`src/rtl/mux4_arbiter.sv`:
```
// Round-robin arbiter for a shared 4:1 WIDTH-bit mux path.
// Holds a grant while the owner keeps requesting, capped at MAX_HOLD beats.
module mux4_arbiter #(
    parameter int WIDTH    = 8,
    parameter int MAX_HOLD = 4
) (
    input  logic             clk,
    input  logic             rst_n,
    input  logic [3:0]       i_req,
    input  logic [WIDTH-1:0] i_din1,
    input  logic [WIDTH-1:0] i_din2,
    input  logic [WIDTH-1:0] i_din3,
    input  logic [WIDTH-1:0] i_din4,
    output logic [3:0]       o_grant,
    output logic [1:0]       o_select,
    output logic             o_busy,
    output logic [WIDTH-1:0] o_dout,
    output logic             o_dout_valid
);

    typedef enum logic {S_IDLE, S_GRANT} state_t;

    localparam logic [7:0] CNT_LAST = 8'(MAX_HOLD - 1);

    state_t           r_state, w_state_nxt;
    logic [1:0]       r_ptr;
    logic [1:0]       r_owner;
    logic [7:0]       r_cnt;
    logic [3:0]       r_grant;
    logic [WIDTH-1:0] r_dout;
    logic             r_dv;

    logic [1:0]       w_win;
    logic             w_found;
    logic             w_rel;
    logic [WIDTH-1:0] w_din_sel;

    // Scan requests starting at the priority pointer and wrapping mod 4.
    always_comb begin
        w_win   = r_ptr;
        w_found = 1'b0;
        for (int i = 0; i < 4; i++) begin
            if (!w_found && i_req[r_ptr + 2'(i)]) begin
                w_win   = r_ptr + 2'(i);
                w_found = 1'b1;
            end
        end
    end

    always_comb begin
        case (r_owner)
            2'd0:    w_din_sel = i_din1;
            2'd1:    w_din_sel = i_din2;
            2'd2:    w_din_sel = i_din3;
            default: w_din_sel = i_din4;
        endcase
    end

    assign w_rel = (r_state == S_GRANT) && (!i_req[r_owner] || r_cnt == CNT_LAST);

    always_comb begin
        w_state_nxt = r_state;
        case (r_state)
            S_IDLE:  if (|i_req) w_state_nxt = S_GRANT;
            S_GRANT: if (w_rel)  w_state_nxt = S_IDLE;
            default: w_state_nxt = S_IDLE;
        endcase
    end

    always_ff @(posedge clk or negedge rst_n) begin
        if (!rst_n) r_state <= S_IDLE;
        else        r_state <= w_state_nxt;
    end

    always_ff @(posedge clk or negedge rst_n) begin
        if (!rst_n) begin
            r_ptr   <= 2'd0;
            r_owner <= 2'd0;
            r_cnt   <= 8'd0;
            r_grant <= 4'd0;
            r_dout  <= '0;
            r_dv    <= 1'b0;
        end else if (r_state == S_IDLE) begin
            r_dv <= 1'b0;
            if (|i_req) begin
                r_grant <= 4'b0001 << w_win;
                r_owner <= w_win;
                r_cnt   <= 8'd0;
            end
        end else begin
            // Cap release still transfers if the owner is requesting.
            r_dout <= w_din_sel;
            r_dv   <= i_req[r_owner];
            r_cnt  <= r_cnt + 8'd1;
            if (w_rel) begin
                r_grant <= 4'd0;
                r_ptr   <= r_owner + 2'd1;
            end
        end
    end

    // Owner register doubles as select so it keeps the last owner in IDLE.
    assign o_select     = r_owner;
    assign o_grant      = r_grant;
    assign o_busy       = (r_state == S_GRANT);
    assign o_dout       = r_dout;
    assign o_dout_valid = r_dv;

endmodule

```
`config.mk`:
```
export PLATFORM = sky130hd
export DESIGN_NAME = mux4_arbiter
export DESIGN_NICKNAME = d
export VERILOG_FILES = /design/src/rtl/mux4_arbiter.sv
export SDC_FILE = /design/constraint.sdc
export NUM_CORES = 1
export LEC_CHECK = 0
export CORE_ASPECT_RATIO = 0.9
export CORE_UTILIZATION = 45
export DETAILED_ROUTE_END_ITERATION = 6
export PLACE_DENSITY = 0.82
export SYNTH_ARGS = -nofsm -noshare
export SYNTH_HDL_FRONTEND = slang
export SYNTH_SLANG_ARGS = --single-unit
```
`constraint.sdc`:
```
create_clock -name clk -period 4.2 [get_ports clk]
set_input_delay 0.42 -clock clk [delete_from_list [all_inputs] [get_ports clk]]
set_output_delay 0.42 -clock clk [all_outputs]
set_load 0.02 [all_outputs]
```
==> results.py, run 1 <==
metrics = {
    "synth": {
        "ys_types": 34,
        "syn-mean-instance-area_um2": 10.3,
        "yosys.cell_count.top_type": "dfrtp_1",
        "yosysTopAreaCell": "dfrtp_1",
        "seq_area_frac_synth_pct": 45.8,
        "async_flop_share_pct": 100,
        "ys_ff_latch": 26,
        "yosysWarnings": 0,
        "synth-edff-count": 0,
        "synth_area_leaders": "dfrtp_1 46%, mux2_2 7.1%, a222oi_1 5.6%",
        "synth_flop_cell": "dfrtp_1",
        "synth_nets": 181,
        "syn_inst": 138,
        "ys_top_cells_by_count": "26 x dfrtp_1, 15 x o21ai_0, 14 x nand2_1, 9 x mux2_2",
        "synth_top_area_share_pct": 45.8,
        "synth_area_um2": 1420,
    },
    "detailed_routing": {
        "wl_met3_um": 169,
        "route.met2.wl_um": 1800,
        "viasPerCell": 5.86,
        "routed_wl_um": 3620,
        "drc_errors": 0,
        "drt_iter0_markers": 49,
        "postRouteAntennaNets": 0,
        "wire_per_inst_um": 16.0,
        "top_layer": "met4",
        "wirelength_met1_um": 1610,
        "firstDrtPassIters": 5,
        "via_count": 1324,
    },
    "timing": {
        "timing.hold.ws_ps": 501,
        "setup_viol": 0,
        "period_minus_slack_ps": 2270,
        "finalMaxSlewViolations": 0,
        "finClkSkew_ps": 9.65,
        "setup_tns_ps": 0,
        "max_freq_mhz": 440,
        "maxSlewHeadroom_pct": 23.3,
        "fin_crit_sh_pct": 54.1,
        "worstMarginPinSlew_ps": 1150,
        "grt_setup_unrepaired": "no",
        "hold_viol_final": 0,
    },
    "layout": {
        "layout.filler_cells": 220,
        "seqCellArea_um2": 651,
        "finalNonFillerCells": 226,
        "multi_input_area_um2": 709,
        "layout-area-overhead-vs-synth_pct": 39.8,
        "diodes": 0,
        "final_util_pct": 69.4,
        "layout.nets": 231,
        "drive_gt1_share_pct": 9.14,
    },
    "critical_path": {
        "end_kind": "primary output",
        "crit_family": "flip-flops",
        "crit_type": "reg -> out",
        "ff2ff_path_depth": 5,
        "crit_path_start_kind": "flip-flop",
        "crit_chain": "clkdlybuf4s50_1",
        "cp_slowest_stage_delay_ps": 810,
        "arrival_ps": 1850,
        "cp.required_ps": 3780,
        "crit_buf_inv": 1,
        "slowest_stage": "dfrtp_1",
        "regToRegEndpoint": "o_dout[7]$_DFFE_PN0P_",
        "cp-startpoint": "o_busy$_DFF_PN0_",
        "r2r-start": "o_select[0]$_DFFE_PN0P_",
        "critPathMaxFanout": 20,
        "rrSetupSlack_ps": 2350,
    },
    "min_path": {
        "whs_endpoint": "r_cnt[7]$_DFFE_PN0P_",
        "hold_path_depth": 1,
        "hold_path.class": "reg -> reg",
        "hp-start": "r_cnt[7]$_DFFE_PN0P_",
    },
    "pwr": {
        "power.density_nw_per_um2": 646,
        "p_leak_nw": 0.818,
        "vdd_drop_max_mv": 0.383,
    },
    "clock_tree": {
        "post_cts_resized": 0,
        "cts_tree": "yes",
        "cts_made_buffers": 3,
        "cts.clk_slew.worst_paths_ps": 130,
        "cts.sinks": 26,
        "cts_hold_buf": 0,
        "cts_root_buf": "clkbuf_4",
        "cts_max_level": 1,
        "clk_latency_ps": 310,
        "postCtsSetupRepairBufs": 0,
        "cts.path.max_buffers": 2,
    },
    "global_route": {
        "grt_use_total_pct": 23.5,
        "antenna_found_initial": 0,
        "grt_max_degree": 27,
        "first_global_vias": 1256,
        "gr-total-overflow": 0,
        "grt_pass1_wl_um": 5970,
    },
    "floorplan": {
        "die_x_um": 61.2,
        "std_cell_rows": 18,
        "io-pin-count": 54,
        "die_h_um": 55.3,
        "start_util_pct": 49.7,
        "dieArea_um2": 3380,
        "core_area_um2": 2860,
    },
    "outcome": {
        "status": "complete, no violations",
    },
    "placed_design": {
        "gp_congestion": 0.770,
        "placed_cells": 223,
        "io_buffers": 53,
        "dpl.hpwl_um": 2790,
    },
    "flow_run": {
        "maxCapViolations": 0,
    },
}
-- worst max path at each step --
stage | endpoint | slack, ps | cells past startpoint
6_report | o_busy | 1930 | 1
5_1_grt | o_busy | 1810 | 1
4_1_cts | o_busy | 1920 | 1
3_5_place_dp | o_grant[1]$_DFFE_PN0P_ | 2050 | 5
3_3_place_gp | o_grant[2]$_DFFE_PN0P_ | 2100 | 5
2_1_floorplan | o_dout[0]$_DFFE_PN0P_ | 2450 | 6
-- state kept, by name, indices dropped and copies added, names as in the netlist --
name / flops
r_ptr: 2
o_grant: 4
o_busy: 1
o_dout: 8
r_cnt: 8
o_dout_valid: 1
o_select: 2
-- metrics by stage --
| step | instance area (um^2) | setup slack, ps | total power, mW |
|---|---|---|---|
| finish | 1990 | 1930 | 1.28 |
| CTS | 1990 | 1920 | 1.29 |
| floorplan | 1420 | 2450 | 0.906 |
| global route | 1990 | 1810 | 1.38 |
| detailed placement | 1960 | 2050 | 1.18 |
| global placement | 1960 | 2100 | 1.16 |
-- logic make-up after synthesis --
kind of cell	share of synthesized area (%)
adders and majority gates	4.41
DFF	45.8
AOI/OAI and AO/OA	22.8
muxes	9.43
and+or+nand+nor	13.3
buffers and inverters	4.23
-- layout make-up --
| cell class | count | area share, % |
|---|---|---|
| inverters | 6 | 1.13 |
| flip-flops and latches | 26 | 32.8 |
| clock buffers | 3 | 1.13 |
| well taps | 40 | 2.52 |
| multi-input cells | 98 | 35.7 |
| repair buffers | 53 | 26.7 |
-- where the power goes --
part / internal (mW) / leakage, nW / switching (mW)
Sequential: 0.350 / 0.331 / 0.112
Clock: 0.0335 / 0.0138 / 0.0675
Combinational: 0.367 / 0.473 / 0.352
-- layer usage --
| layer | vias up | track usage, % |
|---|---|---|
| met5 | - | 0 |
| met4 | 0 | 3.57 |
| met3 | 6 | 4.92 |
| met2 | 48 | 37.1 |
| met1 | 648 | 33.6 |
| li1 | 622 | - |
-- layout by cell type, fill, tap and decap left out, types with 5 or more instances in the layout --
master and count:
ha_1 5, clkdlybuf4s50_1 53, nand2_1 14, mux2_2 9, a222oi_1 8, dfrtp_1 26
a21oi_1 8, nor2_1 5, o21ai_0 15, inv_1 6
Power figures use the tool's default switching activity.
==> inputs of run 2 (changes only) <==
--- a/config.mk
+++ b/config.mk
@@ -6,9 +6,9 @@
 export NUM_CORES = 1
 export LEC_CHECK = 0
 export CORE_ASPECT_RATIO = 0.9
-export CORE_UTILIZATION = 45
+export CORE_UTILIZATION = 43
 export DETAILED_ROUTE_END_ITERATION = 6
-export PLACE_DENSITY = 0.82
+export PLACE_DENSITY = 0.79
 export SYNTH_ARGS = -nofsm -noshare
 export SYNTH_HDL_FRONTEND = slang
 export SYNTH_SLANG_ARGS = --single-unit
==> constraint.sdc (replaced) <==
create_clock -name clk -period 2.3 [get_ports clk]
set_input_delay 0.23 -clock clk [delete_from_list [all_inputs] [get_ports clk]]
set_output_delay 0.23 -clock clk [all_outputs]
set_load 0.02 [all_outputs]
==> results.py, run 2 (synthesis gave the netlist of run 1 again) <==
metrics = {
    "placed_design": {
        "placed_cells": 226,
        "dpl.hpwl_um": 2720,
        "dpl_cell_area_um2": 1970,
        "gp_congestion": 0.842,
        "io_buffers": 53,
    },
    "pwr": {
        "power_frac_seq_pct": 34.0,
        "power.density_nw_per_um2": 1220,
        "pwr-share-clk_pct": 12.6,
        "p_leak_nw": 0.837,
        "netSwitchingPower_uw": 983,
        "vdd_drop_max_mv": 0.674,
        "total_power_mw": 2.47,
        "p_sw_share_pct": 39.8,
        "internal_power_mw": 1.49,
        "comb_power_share_pct": 53.3,
    },
    "timing": {
        "max_freq_mhz": 478,
        "setup_tns_ps": 0,
        "setup_viol": 0,
        "period_minus_slack_ps": 2090,
        "maxSlewHeadroom_pct": 54.7,
        "hold_viol_final": 0,
        "finClkSkew_ps": 6.79,
        "finalMaxSlewViolations": 0,
        "fin_crit_sh_pct": 90.9,
        "grt_setup_unrepaired": "no",
        "worstMarginPinSlew_ps": 680,
    },
    "clock_tree": {
        "cts_tree": "yes",
        "cts.path.max_buffers": 2,
        "postCtsSetupRepairBufs": 0,
        "cts_max_level": 1,
        "post_cts_resized": 0,
        "cts.clk_slew.worst_paths_ps": 140,
        "cts_hold_buf": 0,
        "cts_root_buf": "clkbuf_4",
        "cts.sinks": 26,
        "cts_made_buffers": 3,
        "clk_latency_ps": 320,
    },
    "layout": {
        "final_common_cell": "clkdlybuf4s50_1",
        "drive_gt1_share_pct": 10.1,
        "layout-area-overhead-vs-synth_pct": 42.6,
        "finalNonFillerCells": 230,
        "diodes": 0,
        "final_cell_mix": "53 x clkdlybuf4s50_1, 26 x dfrtp_1, 15 x o21ai_0",
        "layout.filler_cells": 255,
        "final_util_pct": 65.5,
        "layout.nets": 232,
        "design_area_um2": 2030,
    },
    "flow_run": {
        "maxCapViolations": 0,
    },
    "min_path": {
        "hold_path.class": "in -> async",
    },
    "detailed_routing": {
        "postRouteAntennaNets": 0,
        "drc_errors": 0,
        "via_count": 1287,
        "firstDrtPassIters": 4,
        "viasPerCell": 5.60,
        "drt_iter0_markers": 51,
        "wire_per_inst_um": 15.5,
        "routed_wl_um": 3550,
    },
    "global_route": {
        "grt_max_degree": 27,
        "grt_use_total_pct": 22.4,
        "antenna_found_initial": 0,
        "gr-total-overflow": 0,
        "first_global_vias": 1275,
        "grt_pass1_wl_um": 6080,
    },
    "floorplan": {
        "start_util_pct": 46.0,
        "die_x_um": 62.6,
        "io-pin-count": 54,
        "dieArea_um2": 3540,
        "std_cell_rows": 19,
        "core_area_um2": 3090,
        "die_h_um": 56.5,
    },
    "critical_path": {
        "arrival_ps": 1860,
        "crit_type": "reg -> out",
        "cp.required_ps": 2070,
        "slowest_stage": "dfrtp_1",
        "end_kind": "primary output",
        "crit_buf_inv": 1,
        "crit_family": "flip-flops",
        "crit_path_start_kind": "flip-flop",
        "crit_chain": "clkdlybuf4s50_1",
        "cp_slowest_stage_delay_ps": 810,
        "critPathMaxFanout": 20,
    },
    "outcome": {
        "status": "complete, no violations",
    },
}
## run 2: area by class of cell
class	count	area, um^2	share of cell area [%]
inverter	6	22.5	1.11
multi-input combinational	98	709	35.0
tap	42	52.6	2.59
clock inverter	1	30.0	1.48
sequential	26	651	32.1
timing repair buffer	54	538	26.6
clock buffer	3	22.5	1.11
## run 2: worst paths after layout
| check | start | endpoint | slack (ps) | depth (start not counted) |
|---|---|---|---|---|
| max in group asynchronous | rst_n | o_select[1]$_DFFE_PN0P_ | 1810 | 2 |
| worst min register to register | r_cnt[7]$_DFFE_PN0P_ | r_cnt[7]$_DFFE_PN0P_ | 510 | 1 |
| worst max-delay path | o_busy$_DFF_PN0_ | o_busy | 210 | 1 |
| worst max register to register | o_select[0]$_DFFE_PN0P_ | o_dout[7]$_DFFE_PN0P_ | 420 | 5 |
| min in group clk | r_cnt[7]$_DFFE_PN0P_ | r_cnt[7]$_DFFE_PN0P_ | 510 | 1 |
| worst min-delay path | rst_n | r_cnt[5]$_DFFE_PN0P_ | 240 | 2 |
## run 2: metrics by stage
stage	hold WS (ps)	setup WS, ps
finish	243	208
CTS	255	197
floorplan	-65.6	551
detailed placement	487	311
global route	253	106
global placement	477	388
## run 2: power by group through the flow
| stage | registers [mW] | logic (mW) | clock network, mW |
|---|---|---|---|
| finish | 0.840 | 1.32 | 0.312 |
| detailed placement | 0.847 | 1.32 | 0 |
| floorplan | 0.931 | 0.723 | 0 |
| global placement | 0.839 | 1.28 | 0 |
| CTS | 0.840 | 1.32 | 0.317 |
| global route | 0.880 | 1.43 | 0.340 |
## run 2: per-layer routing
layer	vias up	global-route usage [%]	wire [um]
li1	627	-	-
met1	609	29.1	1600
met2	47	38.5	1760
met3	4	3.05	156
met4	0	6.98	41
met5	-	0	0
==> inputs of run 3 (changes only) <==
--- a/config.mk
+++ b/config.mk
@@ -7,6 +7,7 @@
 export LEC_CHECK = 0
 export CORE_ASPECT_RATIO = 0.9
 export CORE_UTILIZATION = 43
+export CTS_CLUSTER_DIAMETER = 50
 export DETAILED_ROUTE_END_ITERATION = 6
 export PLACE_DENSITY = 0.79
 export SYNTH_ARGS = -nofsm -noshare
==> results of run 3 <==
Same layout as run 2: the final DEF is identical, and so are final timing and power.
